$ cat config.mk
export PLATFORM = sky130hd
export DESIGN_NAME = wb_arbiter_flat
export DESIGN_NICKNAME = d
export VERILOG_FILES = /design/src/rtl/wb_arbiter_pkg.sv /design/src/rtl/wb_arbiter_if.sv /design/src/rtl/wb_arbiter_watchdog.sv /design/src/rtl/wb_arbiter.sv /design/src/flat_wrapper.sv
export SDC_FILE = /design/constraint.sdc
export NUM_CORES = 1
export LEC_CHECK = 0
export CELL_PAD_IN_SITES_DETAIL_PLACEMENT = 0
export CELL_PAD_IN_SITES_GLOBAL_PLACEMENT = 1
export CORE_MARGIN = 2
export CORE_UTILIZATION = 17
export DETAILED_ROUTE_END_ITERATION = 6
export GPL_TIMING_DRIVEN = 0
export PLACE_DENSITY = 0.95
export SETUP_SLACK_MARGIN = 0.02
export SYNTH_ARGS = -nofsm -noshare
export SYNTH_HDL_FRONTEND = slang
export SYNTH_SLANG_ARGS = --single-unit
$ cat constraint.sdc
create_clock -name clk -period 7.89 [get_ports clk]
set_input_delay 2.367 -clock clk [delete_from_list [all_inputs] [get_ports clk]]
set_output_delay 2.367 -clock clk [all_outputs]
set_load 0.005 [all_outputs]
$ cat src/rtl/wb_arbiter_pkg.sv
// Shared types for the memory-port arbiter.
// State encoding and master identifiers.
package wb_arbiter_pkg;

  typedef enum logic [1:0] {
    IDLE,
    GNT_I,
    GNT_D
  } arb_state;

  localparam logic MST_I = 1'b0;
  localparam logic MST_D = 1'b1;

endpackage

$ cat src/rtl/wb_arbiter_if.sv
// Wishbone classic bus bundle.
// MASTER drives the request side, SLAVE answers.
interface wishbone #(
  parameter int XLEN = 32
) ();

  logic [XLEN-1:0]   adr;
  logic [XLEN-1:0]   dat_w;
  logic [XLEN-1:0]   dat_r;
  logic [XLEN/8-1:0] sel;
  logic              we;
  logic              stb;
  logic              cyc;
  logic              ack;

  modport MASTER (
    output adr, dat_w, sel, we, stb, cyc,
    input  dat_r, ack
  );

  modport SLAVE (
    input  adr, dat_w, sel, we, stb, cyc,
    output dat_r, ack
  );

endinterface

$ cat src/rtl/wb_arbiter_watchdog.sv
// Wait-for-ACK counter of the granted transfer.
// Fires on the last allowed cycle; TIMEOUT=0 disables it.
module bus_watchdog #(
  parameter int TIMEOUT = 255
) (
  input  logic clk,
  input  logic rst_n,
  input  logic en,
  input  logic clr,
  output logic expire
);

  localparam int CW =
    (TIMEOUT > 0) ? $clog2(TIMEOUT + 1) : 1;
  localparam logic [CW-1:0] LAST =
    CW'((TIMEOUT > 0) ? TIMEOUT - 1 : 0);

  logic [CW-1:0] cnt_q;

  assign expire = (TIMEOUT != 0) && en
                  && (cnt_q == LAST);

  // Count stalled cycles; restart on any completion.
  always_ff @(posedge clk or negedge rst_n) begin
    if (!rst_n) begin
      cnt_q <= '0;
    end else if (TIMEOUT == 0 || clr || expire) begin
      cnt_q <= '0;
    end else if (en) begin
      cnt_q <= cnt_q + 1'b1;
    end
  end

endmodule

$ cat src/rtl/wb_arbiter.sv
// Two-master Wishbone arbiter for the core memory port.
// Per-transfer round-robin grant with a hang watchdog.
module wb_arbiter
  import wb_arbiter_pkg::*;
#(
  parameter int XLEN    = 32,
  parameter int TIMEOUT = 255
) (
  input  logic     clk,
  input  logic     rst_n,
  wishbone.SLAVE   ifu_bus,
  wishbone.SLAVE   lsu_bus,
  wishbone.MASTER  mem_bus,
  output logic     gnt_i,
  output logic     gnt_d,
  output logic     timeout,
  output logic     timeout_d
);

  arb_state        state_q, state_d;
  logic            last_q, last_d;
  logic            req_i, req_d;
  logic            sel_d, granted;
  logic            own_req, oth_req;
  logic            wd_en, wd_clr, expire;
  logic            done;
  logic [XLEN-1:0] rdat;

  assign req_i   = ifu_bus.cyc & ifu_bus.stb;
  assign req_d   = lsu_bus.cyc & lsu_bus.stb;
  assign gnt_i   = (state_q == GNT_I);
  assign gnt_d   = (state_q == GNT_D);
  assign granted = gnt_i | gnt_d;
  assign sel_d   = gnt_d;
  assign own_req = sel_d ? req_d : req_i;
  assign oth_req = sel_d ? req_i : req_d;

  assign wd_en  = granted & own_req & ~mem_bus.ack;
  assign done   = granted & own_req
                  & (mem_bus.ack | expire);
  assign wd_clr = done | ~granted
                  | (state_d != state_q);

  assign timeout   = expire;
  assign timeout_d = expire & sel_d;
  assign rdat      = expire ? '0 : mem_bus.dat_r;

  bus_watchdog #(
    .TIMEOUT(TIMEOUT)
  ) u_wd (
    .clk   (clk),
    .rst_n (rst_n),
    .en    (wd_en),
    .clr   (wd_clr),
    .expire(expire)
  );

  // Grant state and round-robin history.
  always_ff @(posedge clk or negedge rst_n) begin
    if (!rst_n) begin
      state_q <= IDLE;
      last_q  <= MST_D;
    end else begin
      state_q <= state_d;
      last_q  <= last_d;
    end
  end

  // Grant decision: switch only on a finished transfer.
  always_comb begin
    state_d = state_q;
    last_d  = last_q;
    unique case (state_q)
      IDLE: begin
        if (req_i && req_d) begin
          state_d = (last_q == MST_D) ? GNT_I : GNT_D;
        end else if (req_i) begin
          state_d = GNT_I;
        end else if (req_d) begin
          state_d = GNT_D;
        end
      end
      GNT_I, GNT_D: begin
        if (!own_req) begin
          state_d = IDLE;
        end else if (done && oth_req) begin
          state_d = sel_d ? GNT_I : GNT_D;
          last_d  = sel_d ? MST_D : MST_I;
        end
      end
      default: state_d = IDLE;
    endcase
  end

  // Bus steering toward the granted master.
  always_comb begin
    mem_bus.adr   = '0;
    mem_bus.dat_w = '0;
    mem_bus.sel   = '0;
    mem_bus.we    = 1'b0;
    mem_bus.stb   = 1'b0;
    mem_bus.cyc   = 1'b0;
    ifu_bus.ack   = 1'b0;
    ifu_bus.dat_r = '0;
    lsu_bus.ack   = 1'b0;
    lsu_bus.dat_r = '0;
    unique case (1'b1)
      gnt_i: begin
        mem_bus.adr   = ifu_bus.adr;
        mem_bus.dat_w = ifu_bus.dat_w;
        mem_bus.sel   = ifu_bus.sel;
        mem_bus.we    = ifu_bus.we;
        mem_bus.stb   = ifu_bus.stb & ~expire;
        mem_bus.cyc   = ifu_bus.cyc & ~expire;
        ifu_bus.ack   = mem_bus.ack | expire;
        ifu_bus.dat_r = rdat;
      end
      gnt_d: begin
        mem_bus.adr   = lsu_bus.adr;
        mem_bus.dat_w = lsu_bus.dat_w;
        mem_bus.sel   = lsu_bus.sel;
        mem_bus.we    = lsu_bus.we;
        mem_bus.stb   = lsu_bus.stb & ~expire;
        mem_bus.cyc   = lsu_bus.cyc & ~expire;
        lsu_bus.ack   = mem_bus.ack | expire;
        lsu_bus.dat_r = rdat;
      end
      default: ;
    endcase
  end

endmodule

$ cat src/flat_wrapper.sv
// flat-port wrapper written by rule: the top's interface ports become plain ports
module wb_arbiter_flat import wb_arbiter_pkg::*;
#(
  parameter int XLEN    = 32,
  parameter int TIMEOUT = 255
)
  (clk, rst_n, gnt_i, gnt_d, timeout, timeout_d, ifu_bus_adr, ifu_bus_dat_w, ifu_bus_sel, ifu_bus_we, ifu_bus_stb, ifu_bus_cyc, ifu_bus_dat_r, ifu_bus_ack, lsu_bus_adr, lsu_bus_dat_w, lsu_bus_sel, lsu_bus_we, lsu_bus_stb, lsu_bus_cyc, lsu_bus_dat_r, lsu_bus_ack, mem_bus_adr, mem_bus_dat_w, mem_bus_sel, mem_bus_we, mem_bus_stb, mem_bus_cyc, mem_bus_dat_r, mem_bus_ack);
  wishbone #(.XLEN(XLEN)) ifu_bus_i ();
  wishbone #(.XLEN(XLEN)) lsu_bus_i ();
  wishbone #(.XLEN(XLEN)) mem_bus_i ();
  input  logic clk;
  input  logic rst_n;
  output logic gnt_i;
  output logic gnt_d;
  output logic timeout;
  output logic timeout_d;
  input wire logic [$bits(ifu_bus_i.adr)-1:0] ifu_bus_adr;
  input wire logic [$bits(ifu_bus_i.dat_w)-1:0] ifu_bus_dat_w;
  input wire logic [$bits(ifu_bus_i.sel)-1:0] ifu_bus_sel;
  input wire logic [$bits(ifu_bus_i.we)-1:0] ifu_bus_we;
  input wire logic [$bits(ifu_bus_i.stb)-1:0] ifu_bus_stb;
  input wire logic [$bits(ifu_bus_i.cyc)-1:0] ifu_bus_cyc;
  output wire logic [$bits(ifu_bus_i.dat_r)-1:0] ifu_bus_dat_r;
  output wire logic [$bits(ifu_bus_i.ack)-1:0] ifu_bus_ack;
  input wire logic [$bits(lsu_bus_i.adr)-1:0] lsu_bus_adr;
  input wire logic [$bits(lsu_bus_i.dat_w)-1:0] lsu_bus_dat_w;
  input wire logic [$bits(lsu_bus_i.sel)-1:0] lsu_bus_sel;
  input wire logic [$bits(lsu_bus_i.we)-1:0] lsu_bus_we;
  input wire logic [$bits(lsu_bus_i.stb)-1:0] lsu_bus_stb;
  input wire logic [$bits(lsu_bus_i.cyc)-1:0] lsu_bus_cyc;
  output wire logic [$bits(lsu_bus_i.dat_r)-1:0] lsu_bus_dat_r;
  output wire logic [$bits(lsu_bus_i.ack)-1:0] lsu_bus_ack;
  output wire logic [$bits(mem_bus_i.adr)-1:0] mem_bus_adr;
  output wire logic [$bits(mem_bus_i.dat_w)-1:0] mem_bus_dat_w;
  output wire logic [$bits(mem_bus_i.sel)-1:0] mem_bus_sel;
  output wire logic [$bits(mem_bus_i.we)-1:0] mem_bus_we;
  output wire logic [$bits(mem_bus_i.stb)-1:0] mem_bus_stb;
  output wire logic [$bits(mem_bus_i.cyc)-1:0] mem_bus_cyc;
  input wire logic [$bits(mem_bus_i.dat_r)-1:0] mem_bus_dat_r;
  input wire logic [$bits(mem_bus_i.ack)-1:0] mem_bus_ack;
  assign ifu_bus_i.adr = ifu_bus_adr;
  assign ifu_bus_i.dat_w = ifu_bus_dat_w;
  assign ifu_bus_i.sel = ifu_bus_sel;
  assign ifu_bus_i.we = ifu_bus_we;
  assign ifu_bus_i.stb = ifu_bus_stb;
  assign ifu_bus_i.cyc = ifu_bus_cyc;
  assign ifu_bus_dat_r = ifu_bus_i.dat_r;
  assign ifu_bus_ack = ifu_bus_i.ack;
  assign lsu_bus_i.adr = lsu_bus_adr;
  assign lsu_bus_i.dat_w = lsu_bus_dat_w;
  assign lsu_bus_i.sel = lsu_bus_sel;
  assign lsu_bus_i.we = lsu_bus_we;
  assign lsu_bus_i.stb = lsu_bus_stb;
  assign lsu_bus_i.cyc = lsu_bus_cyc;
  assign lsu_bus_dat_r = lsu_bus_i.dat_r;
  assign lsu_bus_ack = lsu_bus_i.ack;
  assign mem_bus_adr = mem_bus_i.adr;
  assign mem_bus_dat_w = mem_bus_i.dat_w;
  assign mem_bus_sel = mem_bus_i.sel;
  assign mem_bus_we = mem_bus_i.we;
  assign mem_bus_stb = mem_bus_i.stb;
  assign mem_bus_cyc = mem_bus_i.cyc;
  assign mem_bus_i.dat_r = mem_bus_dat_r;
  assign mem_bus_i.ack = mem_bus_ack;
  wb_arbiter #(.XLEN(XLEN), .TIMEOUT(TIMEOUT)) u_core (.clk(clk), .rst_n(rst_n), .ifu_bus(ifu_bus_i), .lsu_bus(lsu_bus_i), .mem_bus(mem_bus_i), .gnt_i(gnt_i), .gnt_d(gnt_d), .timeout(timeout), .timeout_d(timeout_d));
endmodule
## Word-level counts from Yosys, hierarchy flattened

Cells that the tools add are included.

| word-level totals | value |
|---|---|
| bits in registers | 11 |
| bits in latches | 0 |
| RAM bits | 0 |
| bits in read-only memories | 0 |
| output and inout bits | 141 |
| memories | 0 |

| cells by class | value |
|---|---|
| add/sub/neg operators | 1 |
| multipliers | 0 |
| div/mod/pow operators | 0 |
| magnitude comparators | 0 |
| equality and inequality tests | 4 |
| shift-type cells | 0 |
| mux-type cells | 24 |
| bitwise gates (word level) | 17 |
| reductions and logical operators | 8 |

Operator list:

| cell | count |
|---|---|
| $pmux 32 s2 | 2 |
| $mux 32 | 3 |
| $mux 8 | 2 |
| $mux 2 | 7 |
| $and 1x1->1 | 10 |
| $add 8x1->8 const B | 1 |
| $eq 8x8->1 const B | 1 |
| $pmux 4 s2 | 1 |
| $pmux 1 s2 | 3 |
| $mux 1 | 5 |
| $or 1x1->1 | 4 |
| $pmux 2 s2 | 1 |
| $logic_and 1x1->1 | 3 |
| $not 1->1 | 3 |
| $reduce_and 3->1 | 1 |
| $eq 2x1->1 const B | 1 |
| $eq 2x2->1 const B | 1 |
| $logic_not 2->1 | 1 |
| $ne 2x2->1 | 1 |
| $reduce_bool 2->1 | 1 |
| $reduce_or 2->1 | 1 |
| $logic_or 1x1->1 | 1 |

## Logic depth before layout (Yosys ltp)

| depth | value |
|---|---|
| depth after elaboration | 15 |
| gate-level depth with buffers | 10 |

## Modules after synthesis

A second synthesis with hierarchy kept.

| second synthesis, totals | value |
|---|---|
| cell total of the unflattened synthesis | 335 |
| area total of the unflattened synthesis | 2,386.0 sq um |

Modules (own cells, without submodules):

| module | times used | cells an instance | area an instance (sq um) | seq. area each (sq um) |
|---|---|---|---|---|
| wb_arbiter | 1 | 292 | 1,948.1 | 76.3 |
| bus_watchdog | 1 | 43 | 437.9 | 200.2 |

## Worst setup path after synthesis

OpenSTA, ideal clock, no wires.

| path | value |
|---|---|
| path type | input-to-output |
| start point | input lsu_bus_stb |
| end point | output ifu_bus_dat_r[10] |
| data arrival time | 3,351 ps |
| required time | 5,523 ps |
| slack | 2,172 ps |
| stages on the path | 7 |
| buffers on the path | 2 |
| cell sequence | nand4_4 -> a21oi_4 -> and2_2 -> buf_4 -> nor2b_2 -> buf_2 -> and2_1 |

| between the ends | value |
|---|---|
| cells in the longest elaborated chain, start to end | 7 |

Ends and longest elaborated chain:

| item | line | RTL |
|---|---|---|
| from (decl) | flat_wrapper.sv:29 | `input wire logic [$bits(lsu_bus_i.stb)-1:0] lsu_bus_stb;` |
| $and 1x1->1 | wb_arbiter.sv:30 | `assign req_d = lsu_bus.cyc & lsu_bus.stb;` |
| $mux 1 | wb_arbiter.sv:35 | `assign own_req = sel_d ? req_d : req_i;` |
| $and 1x1->1 (2 in a row) | wb_arbiter.sv:38 | `assign wd_en = granted & own_req & ~mem_bus.ack;` |
| $logic_and 1x1->1 | wb_arbiter_watchdog.sv:21 | `&& (cnt_q == LAST);` |
| net timeout | flat_wrapper.sv:15 | `output logic timeout;` |
| $mux 32 | wb_arbiter.sv:46 | `assign rdat = expire ? '0 : mem_bus.dat_r;` |
| $mux 32 | wb_arbiter.sv:107 | `unique case (1'b1)` |
| to (decl) | flat_wrapper.sv:23 | `output wire logic [$bits(ifu_bus_i.dat_r)-1:0] ifu_bus_dat_r;` |

The timed path passes the listed nets, and every way through them passes these cells.

## Worst setup path after layout

| path | value |
|---|---|
| start point | input ifu_bus_stb |
| end point | output ifu_bus_dat_r[22] |

| between the ends | value |
|---|---|
| cells in the longest elaborated chain, start to end | 7 |

Ends and longest elaborated chain:

| item | line | RTL |
|---|---|---|
| from (decl) | flat_wrapper.sv:21 | `input wire logic [$bits(ifu_bus_i.stb)-1:0] ifu_bus_stb;` |
| $and 1x1->1 | wb_arbiter.sv:29 | `assign req_i = ifu_bus.cyc & ifu_bus.stb;` |
| $mux 1 | wb_arbiter.sv:35 |  |
| $and 1x1->1 (2 in a row) | wb_arbiter.sv:38 |  |
| $logic_and 1x1->1 | wb_arbiter_watchdog.sv:21 |  |
| $mux 32 | wb_arbiter.sv:46 |  |
| $mux 32 | wb_arbiter.sv:107 |  |

Every way passes these cells.

==> flow_metrics.py <==
metrics = {
    "synth": {
        "synth_edf_count": 0,
        "synthArstFlopShare": 1.000,
        "ys_seq_elements": 11,
        "synth_area_leaders": "a22oi_1 21%, nor2b_1 18%, and2_1 16%",
        "ys_types": 47,
        "synth-main-ff-cell": "dfrtp_1",
        "synth_fp_nets": 516,
        "synth_area_per_cell_sq_um": 7.451,
        "ys_seq_area_frac": 0.1118,
        "yosys-top-cells-count": "70 x a22oi_1, 70 x nor2b_1, 65 x and2_1, 23 x clkbuf_1, 10 x dfrtp_1",
        "syn-instance-count": 332,
        "yosysTopAreaCellShare": 0.2124,
        "yosysTopAreaCell": "a22oi_1",
        "yosysWarnings": 0,
        "synth_area_sq_um": 2474,
    },
    "route": {
        "route.detailed.drc": 0,
        "drt_iter0_markers": 162,
        "via_per_inst": 4.423,
        "wire_per_inst_um": 16.41,
        "routed_wl_um": 13730,
        "ant_nets": 0,
        "drt_first_pass_iters": 4,
        "vias": 3702,
    },
    "floorplan": {
        "die_h_um": 124.6,
        "dieWidth_um": 124.6,
        "fp-row-count": 44,
        "start_util": 0.1722,
        "ioPinCount": 318,
        "core-area_sq_um": 14370,
        "die-area_sq_um": 15530,
    },
    "hold_path": {
        "worst_hold_path_type": "reg2reg",
    },
    "grt": {
        "grt_pass1_wl_um": 20980,
        "overflow": 0,
        "grt_usage": 0.1671,
        "antenna_found_initial": 0,
        "grt_max_degree": 12,
        "grt_pass1_vias": 3754,
    },
    "clock_tree": {
        "cts_root_buf": "clkbuf_16",
        "clk_pin_slew_ps": 50,
        "cts_setup_buffers": 0,
        "clock_insertion_delay_worst_skew_ps": 240,
        "postCtsHoldBufs": 0,
        "post_cts_resized": 0,
        "htreeDepth": 1,
        "cts_buffers": 3,
        "cts_sinks": 11,
        "cts_buffer_depth": 2,
        "cts_tree": "done",
    },
    "placed_design": {
        "numPortBuffers": 317,
        "place_congestion": 0.8495,
        "dpl.hpwl_um": 11630,
    },
    "worst_setup_path": {
        "crit_path_end_kind": "primary output",
        "worstSetupStartpointType": "input pin",
        "cp_cell_sequence": "clkdlybuf4s50_1 > nand4b_4 > a21oi_4 > and2_2 > buf_4 > nor2b_2 > buf_2 > and2_1 > clkdlybuf4s50_1",
        "slowest_delay_ps": 530,
        "cp.required_ps": 5520,
        "crit_top_cell": "clkdlybuf4s50_1",
        "worst-setup-path-type": "in2out",
        "arrival_ps": 4730,
        "slowest_stage": "clkdlybuf4s50_1",
        "crit_fanout": 10,
    },
    "pwr": {
        "power_density_nw_per_um2": 200.6,
        "p_leak_nw": 2.043,
        "p_total_w": 0.001195,
        "irDropWorstVdd_mv": 0.08576,
    },
    "status": {
        "status": "complete, no violations",
    },
    "finish": {
        "fin_nets": 838,
        "drive_gt1_frac": 0.04288,
        "regArea_sq_um": 276.5,
        "n_antenna_cell": 0,
        "multi_input_area_sq_um": 2039,
        "final_util": 0.4145,
        "fillCellCount": 1470,
        "syn2layout_area_growth_pct": 140.8,
    },
    "run": {
        "maxCapViolCount": 0,
    },
    "timing": {
        "whs_ps": 569.3,
        "relSlewSlack": 0.5419,
        "fin_setup_tns_ps": 0,
        "hold_viol_final": 0,
        "slew_violations": 0,
        "setup-violations-final": 0,
        "max_freq_ghz": 0.1409,
        "tightest_slew_ps": 687.2,
        "rsz0062_at_grt": "no",
        "period_needed_ps": 7095,
        "finalClockSkew_ps": 4.043,
        "final.period_utilization": 0.8992,
    },
}
critical path: cells and delay by family:
| family | cells | cell delay, ps |
|---|---|---|
| AOI/OAI and AO/OA | 1 | 100 |
| buffers and inverters | 4 | 1470 |
| and+or+nand+nor | 4 | 780 |
cells by family (layout without fill, tap and decap cells):
| logic type | count (synthesis) | in the layout | share of synthesized area |
|---|---|---|---|
| fa+ha+maj | 7 | 7 | 0.03541 |
| compound gates | 87 | 87 | 0.2807 |
| flops | 11 | 11 | 0.1118 |
| buf+inv | 35 | 356 | 0.06373 |
| simple gates | 182 | 182 | 0.4704 |
| xor+xnor | 6 | 6 | 0.02125 |
| mux | 4 | 4 | 0.01669 |
through the flow:
stage          cells  setup slack, ps  instance area [sq um]
2_1_floorplan    332             2172                   2474
3_3_place_gp     833            791.9                   5877
3_5_place_dp     833            787.5                   5877
4_1_cts          837            775.5                   5956
5_1_grt          837            679.1                   5956
6_report         837            795.0                   5956
power breakdown:
| group | total (W) | switching [W] | internal [W] |
|---|---|---|---|
| registers | 0.0000752 | 0.0000123 | 0.0000629 |
| clock network | 0.0000957 | 0.0000276 | 0.0000681 |
| logic | 0.00102 | 0.000449 | 0.000575 |
per-layer routing:
layer | global-route usage | vias to the layer above | routed length [um] | share of wire
met2 | 0.3112 | 190 | 7014 | 0.51
met1 | 0.1964 | 1671 | 5371 | 0.39
met3 | 0.03995 | 11 | 1201 | 0.087
li1 | - | 1830 | - | -
met4 | 0.02644 | 0 | 143 | 0.010
met5 | 0 | - | 0 | 0
flip-flops by register name (all words and copies together), names as in the netlist:
| register | flops |
|---|---|
| u_core.state_q | 2 |
| u_core.u_wd.cnt_q | 8 |
| u_core.last_q | 1 |
path summary, 6_finish.rpt:
kind                                      start              endpoint  depth (start not counted)  slack (ps)
min in group asynchronous                 rst_n     u_core.state_q[0]                          1        2510
min                        u_core.u_wd.cnt_q[5]  u_core.u_wd.cnt_q[5]                          2         570
min reg2reg                u_core.u_wd.cnt_q[5]  u_core.u_wd.cnt_q[5]                          2         570
max in group asynchronous                 rst_n  u_core.u_wd.cnt_q[0]                          1        4990
max                                 ifu_bus_stb     ifu_bus_dat_r[22]                          9         790
max reg2reg                   u_core.state_q[0]  u_core.u_wd.cnt_q[1]                          8        5490
area by class of cell:
type / instances / area share
clock buffers: 4 / 0.01324
well taps: 184 / 0.03866
flip-flops and latches: 11 / 0.04643
inverters: 3 / 0.001891
repair buffers: 317 / 0.5328
plain buffers: 32 / 0.02458
multi-input cells: 286 / 0.3424
cell usage in the layout, fill, tap and decap left out, drive strengths merged, types with 2 or more instances in the layout:
cell type      instances
dfrtp                 10
nor4                   2
mux2i                  3
clkbuf                27
buf                    9
inv                    3
and3                   2
o21a                   2
nand4                  5
nor3                   7
o21ai                  4
nand2                  7
clkdlybuf4s50        317
nand2b                 3
ha                     7
xnor2                  3
nor2b                 72
nand3                  6
nor2                   6
a22oi                 70
xor2                   3
and2                  67
Note: power is estimated with default switching activity, not from simulation.
